--- src/rtl/tow_pkg.sv ---
// Shared definitions for the tug-of-war match logic: phase encoding, tally/level
// widths and the pacing-period helper used by the match controller.
package tow_pkg;

   localparam int TALLY_W = 4;
   localparam int LEVEL_W = 3;

   typedef enum logic [2:0] {
      PH_IDLE   = 3'd0,
      PH_ARM    = 3'd1,
      PH_PLAY   = 3'd2,
      PH_RESULT = 3'd3,
      PH_DONE   = 3'd4
   } phase_t;

   function automatic int pace_period(input int base_div, input int step_div,
                                      input logic [LEVEL_W-1:0] lvl);
      return base_div - int'(lvl) * step_div;
   endfunction

endpackage

--- src/rtl/tow_match_ctrl_pace_divider.sv ---
// Loadable pacing down-counter: reloads to period-1 on load or on reaching zero,
// and flags expiry while the count sits at zero.
module pace_divider #(
   parameter int W = 8
) (
   input  logic         clk,
   input  logic         rst,
   input  logic         load,
   input  logic         en,
   input  logic [W-1:0] period,
   output logic         expire
);

   logic [W-1:0] cnt_q, cnt_d;

   always_comb begin
      cnt_d = cnt_q;
      if (load || (en && cnt_q == '0)) begin
         cnt_d = period - W'(1);
      end else if (en) begin
         cnt_d = cnt_q - W'(1);
      end
   end

   always_ff @(posedge clk or negedge rst) begin
      if (!rst) begin
         cnt_q <= '0;
      end else begin
         cnt_q <= cnt_d;
      end
   end

   assign expire = (cnt_q == '0);

endmodule

--- src/rtl/tow_match_ctrl.sv ---
// Best-of-N match sequencer and speed-scaled pacing strobe for the tug-of-war game.
// state  | meaning
// IDLE   | waiting for start after reset
// ARM    | lead-in of ARM_TICKS pacing periods before the round
// PLAY   | round live, slowen pulses, waiting for winrnd
// RESULT | post-round hold of RESULT_HOLD cycles
// DONE   | match decided, tallies held until start
module tow_match_ctrl
   import tow_pkg::*;
#(
   parameter int BASE_DIV         = 256,
   parameter int STEP_DIV         = 32,
   parameter int MAX_LEVEL        = 7,
   parameter int ROUNDS_PER_LEVEL = 2,
   parameter int WIN_ROUNDS       = 3,
   parameter int ARM_TICKS        = 4,
   parameter int RESULT_HOLD      = 512
) (
   input  logic               clk,
   input  logic               rst,
   input  logic               start,
   input  logic               winrnd,
   input  logic               right,
   input  logic               tie,
   output logic               slowen,
   output logic [LEVEL_W-1:0] level,
   output logic [TALLY_W-1:0] rounds_r,
   output logic [TALLY_W-1:0] rounds_l,
   output logic [2:0]         phase,
   output logic               match_over,
   output logic               match_winner
);

   localparam int PW = $clog2(BASE_DIV + 1);
   localparam int HW = $clog2(RESULT_HOLD + 1);
   localparam int AW = $clog2(ARM_TICKS + 1);
   localparam int DW = $clog2(ROUNDS_PER_LEVEL + 1);

   if (BASE_DIV - MAX_LEVEL * STEP_DIV < 2) begin : g_bad_div
      $error("tow_match_ctrl: fastest pacing period must be at least 2 cycles");
   end
   if (WIN_ROUNDS < 1 || WIN_ROUNDS > 15) begin : g_bad_win
      $error("tow_match_ctrl: WIN_ROUNDS must be within 1..15");
   end

   phase_t             phase_q, phase_d;
   logic [TALLY_W-1:0] rr_q, rr_d, rl_q, rl_d;
   logic [LEVEL_W-1:0] level_q, level_d;
   logic [DW-1:0]      dec_q, dec_d;
   logic [AW-1:0]      arm_q, arm_d;
   logic [HW-1:0]      hold_q, hold_d;
   logic               winner_q, winner_d;
   logic               div_load, div_en, expire;
   logic [PW-1:0]      period;

   always_comb begin
      phase_d  = phase_q;
      rr_d     = rr_q;
      rl_d     = rl_q;
      level_d  = level_q;
      dec_d    = dec_q;
      arm_d    = arm_q;
      hold_d   = hold_q;
      winner_d = winner_q;
      div_load = 1'b0;
      unique case (phase_q)
         PH_IDLE, PH_DONE: begin
            if (start) begin
               phase_d  = PH_ARM;
               rr_d     = '0;
               rl_d     = '0;
               level_d  = '0;
               dec_d    = '0;
               winner_d = 1'b0;
               arm_d    = AW'(ARM_TICKS - 1);
               div_load = 1'b1;
            end
         end
         PH_ARM: begin
            if (expire) begin
               if (arm_q == '0) begin
                  phase_d  = PH_PLAY;
                  div_load = 1'b1;
               end else begin
                  arm_d = arm_q - AW'(1);
               end
            end
         end
         PH_PLAY: begin
            if (winrnd) begin
               phase_d = PH_RESULT;
               hold_d  = HW'(RESULT_HOLD - 1);
               if (!tie) begin
                  if (right) rr_d = rr_q + TALLY_W'(1);
                  else       rl_d = rl_q + TALLY_W'(1);
                  if (dec_q == DW'(ROUNDS_PER_LEVEL - 1)) begin
                     dec_d = '0;
                     if (level_q != LEVEL_W'(MAX_LEVEL)) level_d = level_q + LEVEL_W'(1);
                  end else begin
                     dec_d = dec_q + DW'(1);
                  end
                  if ((right ? rr_d : rl_d) == TALLY_W'(WIN_ROUNDS)) begin
                     phase_d  = PH_DONE;
                     winner_d = right;
                  end
               end
            end
         end
         PH_RESULT: begin
            if (hold_q == '0) begin
               phase_d  = PH_ARM;
               arm_d    = AW'(ARM_TICKS - 1);
               div_load = 1'b1;
            end else begin
               hold_d = hold_q - HW'(1);
            end
         end
         default: phase_d = PH_IDLE;
      endcase
   end

   // Reloads take the post-update level so a new period applies from ARM entry.
   assign period = PW'(pace_period(BASE_DIV, STEP_DIV, level_d));
   assign div_en = (phase_q == PH_ARM) || (phase_q == PH_PLAY);

   pace_divider #(.W(PW)) u_pace (
      .clk    (clk),
      .rst    (rst),
      .load   (div_load),
      .en     (div_en),
      .period (period),
      .expire (expire)
   );

   always_ff @(posedge clk or negedge rst) begin
      if (!rst) begin
         phase_q  <= PH_IDLE;
         rr_q     <= '0;
         rl_q     <= '0;
         level_q  <= '0;
         dec_q    <= '0;
         arm_q    <= '0;
         hold_q   <= '0;
         winner_q <= 1'b0;
      end else begin
         phase_q  <= phase_d;
         rr_q     <= rr_d;
         rl_q     <= rl_d;
         level_q  <= level_d;
         dec_q    <= dec_d;
         arm_q    <= arm_d;
         hold_q   <= hold_d;
         winner_q <= winner_d;
      end
   end

   assign slowen       = (phase_q == PH_PLAY) && expire;
   assign level        = level_q;
   assign rounds_r     = rr_q;
   assign rounds_l     = rl_q;
   assign phase        = phase_q;
   assign match_over   = (phase_q == PH_DONE);
   assign match_winner = winner_q;

endmodule
--- config.mk ---
export PLATFORM = sky130hd
export DESIGN_NAME = tow_match_ctrl
export DESIGN_NICKNAME = d
export VERILOG_FILES = /design/src/rtl/tow_pkg.sv /design/src/rtl/tow_match_ctrl_pace_divider.sv /design/src/rtl/tow_match_ctrl.sv
export SDC_FILE = /design/constraint.sdc
export NUM_CORES = 1
export LEC_CHECK = 0
export CAP_MARGIN = 30
export CELL_PAD_IN_SITES_DETAIL_PLACEMENT = 1
export CELL_PAD_IN_SITES_GLOBAL_PLACEMENT = 2
export CORE_ASPECT_RATIO = 0.6
export CORE_UTILIZATION = 33
export CTS_BUF_LIST = sky130_fd_sc_hd__clkbuf_2 sky130_fd_sc_hd__clkbuf_4 sky130_fd_sc_hd__clkbuf_8
export CTS_CLUSTER_SIZE = 24
export DETAILED_ROUTE_END_ITERATION = 10
export PLACE_DENSITY = 0.83
export SYNTH_ARGS = -nofsm -noshare
export SYNTH_HDL_FRONTEND = slang
export SYNTH_SLANG_ARGS = --single-unit
--- constraint.sdc ---
create_clock -name clk -period 1.9 [get_ports clk]
set_input_delay 0.38 -clock clk [delete_from_list [all_inputs] [get_ports clk]]
set_output_delay 0.38 -clock clk [all_outputs]
set_load 0.01 [all_outputs]
# After elaboration in Yosys (flattened, before gate mapping)
# Cells that the tools add are included.
# word_totals
output_inout_bits,17
register_bits,39
in_bits,6
# classes
n_mux,55
add_sub_neg,9
n_reduce_logical,18
eq_ne,16
# ops
operator,count
4-bit 2-to-1 mux,14
3-bit 2-to-1 mux,16
10-bit 2-to-1 mux,2
10-bit one-hot mux with 2 select lines,1
9-bit 2-to-1 mux,2
2-bit != test (second input constant),9
9-bit by 1-bit subtractor with 9-bit output (second input constant),2
4-bit one-hot mux with 2 select lines,2
5-bit AND reduction,3
3-bit one-hot mux with 4 select lines,1
10-bit logical NOT,1
10-bit by 1-bit subtractor with 10-bit output (second input constant),1
9-bit logical NOT,1
3-bit one-hot mux with 3 select lines,1
9-bit by 8-bit subtractor with 9-bit output (first input constant),1
4-bit by 1-bit adder with 4-bit output (second input constant),2
1-bit 2-to-1 mux,8
2-bit 2-to-1 mux,4
3-bit by 2-bit == test with 1-bit output (second input constant),2
3-bit logical NOT,2
3-bit one-hot mux with 2 select lines,1
2-bit nonzero test,3
4-bit by 2-bit == test with 1-bit output (second input constant),1
2-bit one-hot mux with 2 select lines,1
other kinds (15),17

# Depth between registers and ports, before layout
# logic_depth
word_depth,11
depth_mapped,8
mapped_depth_nobuf,6

# Hierarchy
# A second synthesis with hierarchy kept.
# hier_totals
hier_cells,317
area_unflattened_um2,2776.4
# by_module_without_submodules
mod,n_inst,seq_area_each_um2,cells_each,area_per_inst_um2
tow_match_ctrl,1,750.7,194,1823.0
pace_divider,1,225.2,123,953.4

# Least setup slack after synthesis
# OpenSTA, ideal clock, no wires.
# synth_path
kind,register to output
startpoint,register u_pace.cnt_q[0]
endpoint,output port slowen
arrival_time_ns,1.755
path_stages_with_launch,8
required_ns,1.520
path_slack_ns,-0.235
n_path_buf,2
cell_sequence,dfrtp_1 > inv_1 > ha_1 > or4b_1 > buf_2 > or2_0 > clkbuf_1 > nor3_1
# synth_between
elab_chain_cells,2
# synth_rtl
item,line,rtl
from (decl),tow_match_ctrl_pace_divider.sv:14,"logic [W-1:0] cnt_q, cnt_d;"
from (signal assigned),tow_match_ctrl_pace_divider.sv:29,cnt_q <= cnt_d;
9-bit logical NOT,tow_match_ctrl_pace_divider.sv:33,assign expire = (cnt_q == '0);
1-bit logical AND,tow_match_ctrl.sv:157,assign slowen = (phase_q == PH_PLAY) && expire;
to (decl),tow_match_ctrl.sv:25,"output logic slowen,"
# Every way passes these cells.

# Worst setup path in the final report
# layout_path
startpoint,register u_pace.cnt_q[1]
endpoint,output port slowen
# Same word-level chain as after synthesis.

==> results.md <==
• finished, violations left — result of the run
• setup timing — failing checks
• 0 — number of failing hold endpoints at the final stage
• 10 — total setup violations reported at the end of the flow
• -1.864 ns — total negative setup slack
• 1.88 ns — arrival time of the worst setup path
• 18.27 um — average wire per cell in the routed design
• 2 — Max Buffers Root-to-Sink
• 0.6181 — Max transition margin
• 1.411 nW — leakage power of the design
• 0.7965 — Final GP Congestion
• sky130_fd_sc_hd__dfrtp_1 — Synth Flop Type
• 2,381 — number of global-route vias before repair
• 39 — number of sinks on the clock net
• 66.88 um — Die Y-Extent
• true — setup repair after global routing missed its margin
• 23 — pin count of the biggest net entering global routing
• 1.52 ns — Data required, critical path
• 0.5729 ns — measured slew at the worst slew-check pin
• 0 — # diodes
• 335 — nets
• 0.3469 — M2 GR Usage
• 9.222 um2 — mean area per synthesized cell
• reg2out — worst setup path class
• 11,920 um — global-route wire length before repair
• 7490 um — wirelength, routed
• 0 — total grt overflow
• sky130_fd_sc_hd__dfrtp_1 — cell type contributing the most total cell area after synthesis
• 0.4421 GHz — maximum clock rate
• 3 — largest fanout of any net on the critical path
• 0.4216 — sequential share of the synthesized area
• sky130_fd_sc_hd__dfrtp_1 — most common cell in the synthesized netlist
• 23 — floorplan row count
• 264 — Synthesized Nets
• 93 — drt first-iter violations
• 5 — number of buffers inserted during clock tree synthesis
• built — CTS tree
• 6734 um2 — floorplan core area
• 0.002881 W — Tot Pwr
• 0.0005056 V — IR Drop Worst-Case VDD
• 0.31 ns — worst skew pair latency
• 39 — number of storage elements in the synthesis netlist
• -0.3619 ns — Final WS setup
• 0.08 ns — Reg clk slew, reported paths
• 5 — DRT Pass-1 Iters
• 0 — detailed-route DRC error count
• 0.04697 — M3 GR Usage
• 0.2223 — total global-route track usage
• 0.2879 — proportion of layout cells with a drive suffix above 1
• 40.05% — area growth from synthesis to layout
• 0.05431 ns — Hold WS
• 0.007032 ns — setup skew after layout
• met2 — peak-usage layer in the global routing report
• 0.4216 — area share of the largest cell type after synthesis
• 5.468 — via count normalized by instance count
• 0 — MaxCap Viol Count
• 770 — fill cell instance count of the final layout
• 0 — initial antenna violation count
• 2.262 ns — final worst path period need
• 888.6 nW/um2 — PwrDens
• 0 — ANT nets after route
• 0.3437 — initial core utilization
• 39 x sky130_fd_sc_hd__dfrtp_1, 20 x sky130_fd_sc_hd__o21ai_0, 17 x sky130_fd_sc_hd__inv_1, 17 x sky130_fd_sc_hd__nor2_1, 16 x sky130_fd_sc_hd__nand2_1 — Synth top cells by count
• primary output — Worst setup EP type
• 251 — gate count after technology mapping
• 0.3021 — GRT met1 Usage
• 22 — # port buffers
• 2315 um2 — post-synthesis instance area
• 0 — Yosys warning total
• sky130_fd_sc_hd__dfrtp_1 42%, sky130_fd_sc_hd__mux2i_1 4.3%, sky130_fd_sc_hd__o21ai_0 4.3%, sky130_fd_sc_hd__ha_1 3.8%, sky130_fd_sc_hd__inv_1 2.8% — synth top area cells
• 1.000 — share of async-settable or async-resettable flops after synthesis
• 2,242 — number of vias in the routed layout
• 23 — I/O pin count
• 0 — Hold Buf Count CTS
• 1.190 — Final period util
• 110.1 um — DIE WIDTH
• 7364 um2 — floorplan die area
• 2 — CTS H-Tree Depth
• 5488 um — total half-perimeter wirelength after legalization and detailed placement
• register — type of origin of the critical path
• in2async — path type of the worst min-delay path
• 54 — count of cell types in the netlist
• sky130_fd_sc_hd__clkbuf_8 — buffer type at the clock tree root
• 0 — number of enable-type register cells in the synthesized netlist
• 0 — final slew viol count
• 3242 um2 — final std cell area, no fill
• 2998 um2 — instance area after placement
metrics by stage:
stage | cells | setup WS (ns) | utilization
after floorplan | 251 | -0.2176 | -
after global placement | 398 | -0.4891 | 0.4452
after detailed placement | 398 | -0.5186 | 0.4452
after CTS | 407 | -0.4069 | 0.4686
after global routing | 410 | -0.4480 | 0.4814
final | 410 | -0.3619 | 0.4814
sequential cells by signal (all words and copies together) (netlist names):
name,flops
hold_q,10
u_pace.cnt_q,9
rounds_l,4
rounds_r,4
arm_q,3
level,3
phase,3
dec_q,2
match_winner,1
cell usage in the layout (no fill, tap or decap), drive strengths merged, types with 3 or more instances in the layout:
| cell type | instances |
|---|---|
| nand3 | 8 |
| mux2i | 10 |
| and3 | 4 |
| a211oi | 4 |
| and4 | 6 |
| nand2b | 4 |
| nor3 | 7 |
| buf | 56 |
| dfrtp | 39 |
| xnor2 | 7 |
| or3 | 5 |
| nor4bb | 4 |
| o21ai | 20 |
| nor4b | 4 |
| clkdlybuf4s50 | 19 |
| nand4 | 5 |
| clkbuf | 7 |
| nor4 | 4 |
| nor3b | 3 |
| nand2 | 16 |
| or2 | 3 |
| a21oi | 8 |
| nor2 | 17 |
| a31oi | 5 |
| or4b | 3 |
| inv | 17 |
| ha | 7 |
cell families (layout without fill, tap and decap cells):
family	after synthesis	after routing	synth area share
compound gates	55	55	0.1524
xor+xnor	9	9	0.03406
fa+ha+maj	7	7	0.03784
buf+inv	29	101	0.04757
flops	39	39	0.4216
mux	10	10	0.04324
simple gates	102	102	0.2632
critical path, cell delays in order, from the launching register on:
cell	delay [ns]
sky130_fd_sc_hd__dfrtp_1	0.40
sky130_fd_sc_hd__inv_2	0.08
sky130_fd_sc_hd__ha_4	0.13
sky130_fd_sc_hd__or4b_4	0.45
sky130_fd_sc_hd__or2_4	0.26
sky130_fd_sc_hd__nor3_2	0.10
sky130_fd_sc_hd__buf_2	0.15
per-layer routing:
| layer | vias up | routed length [um] |
|---|---|---|
| met1 | 1141 | 3817 |
| met2 | 24 | 3401 |
| li1 | 1069 | - |
| met4 | 0 | 93 |
| met3 | 8 | 177 |
| met5 | - | 0 |
final cells by class:
class / count / area, um2 / area share
clock buffer: 7 / 83.83 / 0.02586
clock inverter: 1 / 5.005 / 0.001544
inverter: 17 / 63.81 / 0.01968
multi-input combinational: 183 / 1371 / 0.4230
sequential: 39 / 978.4 / 0.3018
tap: 87 / 108.9 / 0.03358
timing repair buffer: 76 / 630.6 / 0.1945
timing repair:
action,CTS,global route
setup buffers,1,3
pin swaps,4,6
resized for setup,24,14
setup endpoints to repair,20,19
final timing paths:
check                                       startpoint                   end  cells past startpoint  slack (ns)
setup / recovery           u_pace.cnt_q[1]$_DFFE_PN0P_                slowen                      6       -0.36
hold / removal                                     rst    level[0]$_DFF_PN0_                      1        0.05
setup reg to reg           u_pace.cnt_q[1]$_DFFE_PN0P_  phase[1]$_DFFE_PN0P_                      7       -0.36
hold reg to reg                   dec_q[1]$_DFFE_PN0P_  dec_q[1]$_DFFE_PN0P_                      2        0.51
max in group asynchronous                          rst  phase[0]$_DFFE_PN0P_                      2        1.34
min in group clk                  dec_q[1]$_DFFE_PN0P_  dec_q[1]$_DFFE_PN0P_                      2        0.51
power by group:
group	total (W)	switching (W)	leakage [nW]	internal, W
Sequential	0.00118	0.000176	0.465	0.00100
Combinational	0.00110	0.000545	0.896	0.000552
Clock	0.000607	0.000321	0.0491	0.000287
Power figures use the tool's default switching activity.
